`config.mk`:
```
export PLATFORM = sky130hd
export DESIGN_NAME = score_keeper
export DESIGN_NICKNAME = d
export VERILOG_FILES = /design/src/rtl/score_keeper.sv
export SDC_FILE = /design/constraint.sdc
export NUM_CORES = 1
export LEC_CHECK = 0
export ABC_AREA = 1
export ABC_CLOCK_PERIOD_IN_PS = 2100
export BUFFER_PORTS_ARGS = -buffer_cell sky130_fd_sc_hd__buf_2
export CORE_MARGIN = 8
export CORE_UTILIZATION = 60
export CTS_CLUSTER_SIZE = 24
export DETAILED_ROUTE_END_ITERATION = 16
export GPL_TIMING_DRIVEN = 0
export HOLD_SLACK_MARGIN = 0.05
export PLACE_DENSITY = 0.86
export SYNTH_ARGS = -nofsm -noshare
export SYNTH_HDL_FRONTEND = slang
export SYNTH_SLANG_ARGS = --single-unit
```
`constraint.sdc`:
```
create_clock -name clk -period 2.1 [get_ports clk]
set_input_delay 0.525 -clock clk [delete_from_list [all_inputs] [get_ports clk]]
set_output_delay 0.525 -clock clk [all_outputs]
set_load 0.03 [all_outputs]
```
`src/rtl/score_keeper.sv`:
```
// Game-state tracker for the two-player memory game: scores, pairs found, turn owner and per-turn countdown.
// Latency: one cycle from start/pick_valid to every registered output; timeout is a single-cycle pulse.
// Backpressure: none; every pick_valid pulse is consumed, including back-to-back ones.
module score_keeper #(
    parameter int PAIRS     = 8,
    parameter int TURN_SECS = 15,
    parameter int CLK_HZ    = 25_000_000
) (
    input  logic       clk,
    input  logic       rst_n,
    input  logic       start,
    input  logic       pick_valid,
    input  logic       pick_match,
    output logic [3:0] player1,
    output logic [3:0] player2,
    output logic [3:0] parejas,
    output logic       turn,
    output logic [3:0] time_left,
    output logic       timeout,
    output logic       game_over
);

    localparam int              PW        = (CLK_HZ > 1) ? $clog2(CLK_HZ) : 1;
    localparam logic [PW-1:0]   PS_MAX    = PW'(CLK_HZ - 1);
    localparam logic [3:0]      SECS      = 4'(TURN_SECS);
    localparam logic [3:0]      LAST_PAIR = 4'(PAIRS - 1);

    typedef enum logic [1:0] {
        IDLE = 2'd0,
        PLAY = 2'd1,
        DONE = 2'd2
    } state_t;

    state_t        state;
    logic [PW-1:0] prescaler;

    // Single FSM: start overrides everything, a pick overrides the timer, the timer runs otherwise.
    always_ff @(posedge clk or negedge rst_n) begin
        if (!rst_n) begin
            state     <= IDLE;
            player1   <= 4'd0;
            player2   <= 4'd0;
            parejas   <= 4'd0;
            turn      <= 1'b0;
            time_left <= 4'd0;
            prescaler <= '0;
            timeout   <= 1'b0;
            game_over <= 1'b0;
        end else begin
            timeout <= 1'b0;
            if (start) begin
                state     <= PLAY;
                player1   <= 4'd0;
                player2   <= 4'd0;
                parejas   <= 4'd0;
                turn      <= 1'b0;
                time_left <= SECS;
                prescaler <= '0;
                game_over <= 1'b0;
            end else begin
                case (state)
                    PLAY: begin
                        if (pick_valid) begin
                            // Any completed comparison restarts the turn clock.
                            time_left <= SECS;
                            prescaler <= '0;
                            if (pick_match) begin
                                if (turn) player2 <= player2 + 4'd1;
                                else      player1 <= player1 + 4'd1;
                                parejas <= parejas + 4'd1;
                                if (parejas == LAST_PAIR) begin
                                    state     <= DONE;
                                    game_over <= 1'b1;
                                end
                            end else begin
                                turn <= ~turn;
                            end
                        end else if (prescaler == PS_MAX) begin
                            prescaler <= '0;
                            if (time_left == 4'd1) begin
                                // Expiry hands the move over without ever showing zero.
                                turn      <= ~turn;
                                time_left <= SECS;
                                timeout   <= 1'b1;
                            end else begin
                                time_left <= time_left - 4'd1;
                            end
                        end else begin
                            prescaler <= prescaler + 1'b1;
                        end
                    end
                    DONE:    state <= DONE;
                    default: state <= IDLE;
                endcase
            end
        end
    end

endmodule
```
==> summary.txt, run 1 <==
Async SR Flop Fraction: 1.00
Global-route wire length before repair: 11.2 mm
Crit path top cell by count: nor2_1
Initial antenna violation count: 0
DIE WIDTH: 84.3 um
Yosys reg bits: 46
Internal power: 1.44 mW
DP HPWL: 4.96 mm
Cell count after synthesis: 394
Vias: 2592
Commonest non-fill, non-tap cell in the layout: nand2_1
Root buffer cell: clkbuf_8
Number of DRC markers in iteration 0: 122
Ports: 24
Slew Viols, Final: 0
Sink Count: 46
Hold WS: 0.381 ns
Switching power: 0.627 mW
ANT cells: 0
Syn Std Cell Area: 2800 sq um
CP startpoint kind: flop
FF-to-FF path depth: 9
Pleak: 1.48 nW
Starting Density: 0.609
Max VDD drop: 0.566 mV
R2R setup slack: 0.28 ns
# Post-CTS Setup Buffers: 0
# rows: 25
Reg-to-Reg End: prescaler[15]
Slew @ Worst Pin: 0.997 ns
H-tree Lvls: 2
Vias in the first global route: 2534
Slowest stage delay, CP: 0.37 ns
Final setup viols: 0
Pwr Density: 668 nW/um^2
Setup TNS: 0 ns
Full die area: 7110 sq um
Fin. Hold Viols: 0
Sequential power share: 0.485
Num CTS Buffers: 5
Max-slew headroom: 0.335
Drt via density: 5.42
Crit Path Category: reg -> reg
Switching share of total power: 0.303
Max-cap violations: 0
Antenna viol nets, final: 0
Post-synth EDFFs: 0
Gr usage total: 0.188
Slowest-stage cell, CP: dfrtp_1
Ys flop type: dfrtp_1
Worst-path maximum fanout: 7
Register area share after synthesis: 0.411
Clk_lat worst skew: 0.30 ns
Die height: 84.3 um
Hold Crit Class: in -> async
Synth cell types: 34
WL per Instance: 13.6 um
Synth-to-layout area growth: 10.5%
Routed wire length: 6.48 mm
Critical path arrival: 2.02 ns
FF-to-FF Start: state[1]
Routability cong.: 0.955
Largest net degree at the start of global routing: 47
CP delay by family, top: simple AND/OR/NAND/NOR gates
Worst endpoint required time: 2.30 ns
TritonCTS clock tree: built
Status: finished clean
Syn nets: 406
IO Port Bufs: 23
Combinational share of power: 0.192
Yosys warns: 0
Commonest cells after routing, fill and taps aside: nand2_1 (111), nor2_1 (60), inv_1 (50)
Post-CTS sizing: 0
DRC: 0
Crit. End Element: flop
First-pass DRT Iterations: 4
Final Cycle Share: 0.866
Fmax achieved: 0.550 GHz
Crit path buffers/inverters: 2
Synthesized area per cell: 7.10 sq um
Final nets: 436
Share of layout cells above drive strength 1: 0.120
Core Area: 4600 sq um
Clock buffer depth: 2
Final min period: 1.82 ns
CTS Hold Buffers Added: 0
Skew final: 0.00914 ns
Unrepaired setup endpoints after global routing: no
Gr ovfl total: 0
Worst path cell trace: inv_1 -> ha_1 -> nor2_2 -> inv_1 -> nand2_1 -> nor2_1 -> nand4_1 -> nor2_1 -> nor2_1
Clock share of power: 0.322
Clk pin slew, worst setup/hold paths: 0.09 ns
==> cells in the mapped netlist (all sizes together), types with 4 or more instances <==
cell type  count  area (sq um)
and2           4          26.3
nor3           9          45.0
nand2        116           458
a21oi         17          85.1
nor2          66           273
inv           51           191
dfrtp         46          1150
nand3         26           155
ha             7          87.6
nand4          8          50.1
o21ai         22           114
==> layout make-up <==
cell class | instances | area, sq um
fill | 394 | 1500
multi-input combinational | 291 | 1420
sequential | 46 | 1150
inverter | 52 | 196
timing repair buffer | 23 | 115
clock buffer | 6 | 82.6
tap | 54 | 67.6
clock inverter | 1 | 30.0
buffer | 5 | 30.0
==> metrics by stage <==
stage	util	instance area, sq um	instances	worst slack (ns)	power [mW]
floorplan	-	2800	394	0.569	1.29
global placement	0.648	2980	471	0.369	1.40
detailed placement	0.648	2980	471	0.338	1.42
CTS	0.673	3090	478	0.331	2.09
global route	0.673	3090	478	0.125	2.17
finish	0.673	3090	478	0.280	2.07
==> flip-flops by register name, indices dropped and copies added, names as in the netlist <==
register   flops
state          2
time_left      4
player2        4
player1        4
prescaler     25
parejas        4
game_over      1
timeout        1
turn           1
==> worst reg2reg max path, stage by stage, from the launching register on <==
cell	delay [ns]
dfrtp_1	0.37
inv_1	0.08
ha_1	0.28
nor2_2	0.12
inv_1	0.09
nand2_1	0.09
nor2_1	0.27
nand4_1	0.21
nor2_1	0.15
nor2_1	0.06
==> kinds of logic (layout without fill, tap and decap cells) <==
logic type | Yosys count | after routing | synth area share
AND/OR/NAND/NOR | 233 | 233 | 0.369
buffers and inverters | 57 | 87 | 0.0809
flip-flops | 46 | 46 | 0.411
AO/OA/AOI/OAI | 45 | 45 | 0.0890
adder cells (fa/ha/maj) | 7 | 7 | 0.0313
XOR/XNOR | 6 | 6 | 0.0188
==> power groups by stage <==
stage	clock (mW)	combinational, mW	sequential, mW
floorplan	0	0.199	1.09
global placement	0	0.385	1.02
detailed placement	0	0.402	1.02
CTS	0.683	0.402	1.00
global route	0.711	0.444	1.01
finish	0.667	0.397	1.00
==> worst max path at each step <==
| stage | from | end | cells after the start |
|---|---|---|---|
| floorplan | state[0] | prescaler[5] | 8 |
| global placement | prescaler[0] | prescaler[17] | 8 |
| detailed placement | state[0] | prescaler[5] | 8 |
| CTS | state[0] | prescaler[5] | 8 |
| global route | prescaler[0] | prescaler[24] | 8 |
| finish | state[1] | prescaler[15] | 9 |
==> per-layer routing <==
layer / GRT usage / wire length [um] / vias to the layer above
met5: 0 / 0 / -
met4: 0.0785 / 157 / 0
met3: 0.0426 / 239 / 20
met2: 0.322 / 3220 / 59
met1: 0.220 / 2860 / 1205
li1: - / - / 1308
Power figures use the tool's default switching activity.
==> inputs of run 2 (changes only) <==
--- a/config.mk
+++ b/config.mk
@@ -9,12 +9,12 @@
 export ABC_CLOCK_PERIOD_IN_PS = 2100
 export BUFFER_PORTS_ARGS = -buffer_cell sky130_fd_sc_hd__buf_2
 export CORE_MARGIN = 8
-export CORE_UTILIZATION = 60
+export CORE_UTILIZATION = 35
 export CTS_CLUSTER_SIZE = 24
 export DETAILED_ROUTE_END_ITERATION = 16
 export GPL_TIMING_DRIVEN = 0
 export HOLD_SLACK_MARGIN = 0.05
-export PLACE_DENSITY = 0.86
+export PLACE_DENSITY = 0.58
 export SYNTH_ARGS = -nofsm -noshare
 export SYNTH_HDL_FRONTEND = slang
 export SYNTH_SLANG_ARGS = --single-unit
==> run 2 against run 1 <==
  * Design area up 1.1%
  * Count of clock-buffer cells in the layout unchanged
  * Utilization is 27 points lower
  * Worst hold slack better by 0.020 ns
  * Power fell by 6.0%
  * First-iteration DRC count down 23%
  * Fmax is 1.1% higher
  * Critical path type unchanged
==> summary.txt, run 2 (synthesis results as in run 1) <==
Status: finished clean
Routed wire length: 6.75 mm (+4.2%)
Final min period: 1.80 ns (-0.0199 ns)
Max VDD drop: 0.376 mV (-34%)
Unrepaired setup endpoints after global routing: no
Root buffer cell: clkbuf_8
DRC: 0 (unchanged)
Antenna viol nets, final: 0 (unchanged)
Crit. End Element: flop
Worst path cell trace: ha_1 -> nand3_4 -> clkinv_2 -> nand2_2 -> nor2_2 -> nand2_2 -> nand3_1 -> o21ai_0
Worst endpoint required time: 2.30 ns (about the same)
TritonCTS clock tree: built
Final Worst Setup Slack: 0.300 ns (+0.0199 ns)
CP startpoint kind: flop
Critical path arrival: 2.00 ns (-0.02 ns)
Pleak: 1.47 nW (-0.82%)
IO Port Bufs: 23 (unchanged)
Core Area: 7730 sq um (+68%)
# Post-CTS Setup Buffers: 0 (unchanged)
Setup TNS: 0 ns (unchanged)
Pwr Density: 621 nW/um^2 (-7.0%)
Routability cong.: 0.877 (-8.2%)
Final setup viols: 0 (unchanged)
Starting Density: 0.362 (-0.246)
Largest net degree at the start of global routing: 47 (unchanged)
Final Cycle Share: 0.857 (-0.00947)
H-tree Lvls: 2 (unchanged)
Clk_lat worst skew: 0.30 ns (about the same)
ANT cells: 0 (unchanged)
Gr usage total: 0.126 (-0.0619)
Vias: 2535 (-2.2%)
Hold Crit Class: in -> async
Ports: 24 (unchanged)
DP HPWL: 5.13 mm (+3.5%)
Setup slack at placement: 0.296 ns (-0.0424 ns)
Post-CTS sizing: 0 (unchanged)
Slowest stage delay, CP: 0.43 ns (+0.06 ns)
Global-route wire length before repair: 11.8 mm (+5.3%)
Crit Path Category: reg -> reg
Initial antenna violation count: 0 (unchanged)
Number of DRC markers in iteration 0: 94 (-23%)
Max-cap violations: 0 (unchanged)
Share of layout cells above drive strength 1: 0.120 (-0.000283)
Slew Viols, Final: 0 (unchanged)
Sink Count: 46 (unchanged)
Max-slew headroom: 0.312 (-0.0226)
WL per Instance: 12.8 um (-5.5%)
Commonest cells after routing, fill and taps aside: nand2_1 (111), nor2_1 (60), inv_1 (50)
Vias in the first global route: 2561 (+1.1%)
Die height: 105 um (+25%)
DIE WIDTH: 105 um (+25%)
Slowest-stage cell, CP: dfrtp_1
Fillcell total: 819 (+110%)
Slew @ Worst Pin: 1.03 ns (+0.0340 ns)
Num CTS Buffers: 5 (unchanged)
Synth-to-layout area growth: 11.8%
Fin. Hold Viols: 0 (unchanged)
Clk pin slew, worst setup/hold paths: 0.09 ns (about the same)
Full die area: 11100 sq um (+56%)
Worst-path maximum fanout: 9 (+2)
Largest register by flop count: prescaler
Crit path top cell by count: nand2_2
Clock buffer depth: 2 (unchanged)
Drt via density: 4.81 (-11%)
Fmax achieved: 0.556 GHz (+1.1%)
Total power draw: 1.94 mW (-6.0%)
Commonest non-fill, non-tap cell in the layout: nand2_1
First-pass DRT Iterations: 4 (unchanged)
# rows: 32 (+28%)
CTS Hold Buffers Added: 0 (unchanged)
Final nets: 436 (unchanged)
Gr ovfl total: 0 (unchanged)
Max reg flops: 25 (unchanged)
Skew final: 0.00789 ns (-0.00125 ns)
run 2: changes by cell type in the layout (fill, tap and decap cells not counted):
cell,change
clkbuf_8,-1
clkinv_2,+1
clkbuf_1,+1
bufinv_16,-1
clkinv_4,+1
run 2: power by group:
part / switching [mW] / total (mW) / internal (mW)
Sequential: 0.0599 / 1.00 / 0.941
Clock: 0.311 / 0.547 / 0.236
Combinational: 0.278 / 0.395 / 0.117
Total: 0.649 / 1.94 / 1.29
run 2: critical path, delay by kind of cell (launching register included):
family                     cells  cell delay (ns)
and+or+nand+nor                5             0.66
DFF                            1             0.43
AOI/OAI and AO/OA              1             0.28
adders and majority gates      1             0.27
buffers and inverters          1             0.06
run 2: routing by layer:
metal / global-route usage / vias up / share of wire
li1: - / 1315 / -
met1: 0.160 / 1179 / 0.49
met2: 0.210 / 36 / 0.46
met3: 0.0329 / 5 / 0.041
met4: 0.0296 / 0 / 0.0053
met5: 0 / - / 0
run 2: worst paths after layout:
kind,start,end,slack (ns),cells after the start
worst min register to register,player2[3],player2[3],0.46,1
worst min-delay path,rst_n,timeout,0.40,1
worst max register to register,prescaler[0],prescaler[22],0.30,8
worst max-delay path,prescaler[0],prescaler[22],0.30,8
max in group asynchronous,rst_n,prescaler[1],1.06,1
min in group clk,player2[3],player2[3],0.46,1
run 2: through the flow:
stage / instances / instance area (sq um) / hold slack, ns / util
after CTS: 527 / 3130 / 0.447 / 0.405
after detailed placement: 519 / 3040 / 0.452 / 0.394
after global routing: 527 / 3130 / 0.490 / 0.405
final: 527 / 3130 / 0.401 / 0.405
after global placement: 519 / 3040 / 0.445 / 0.394
after floorplan: 394 / 2800 / 0.229 / -
run 2: cell type report:
| class | instances | area (sq um) | area share |
|---|---|---|---|
| multi-input cells | 291 | 1420 | 0.454 |
| flip-flops and latches | 46 | 1150 | 0.368 |
| inverters | 52 | 196 | 0.0628 |
| well taps | 102 | 128 | 0.0408 |
| repair buffers | 23 | 115 | 0.0368 |
| clock buffers | 6 | 72.6 | 0.0232 |
| plain buffers | 5 | 30.0 | 0.00960 |
| clock inverters | 2 | 13.8 | 0.00440 |
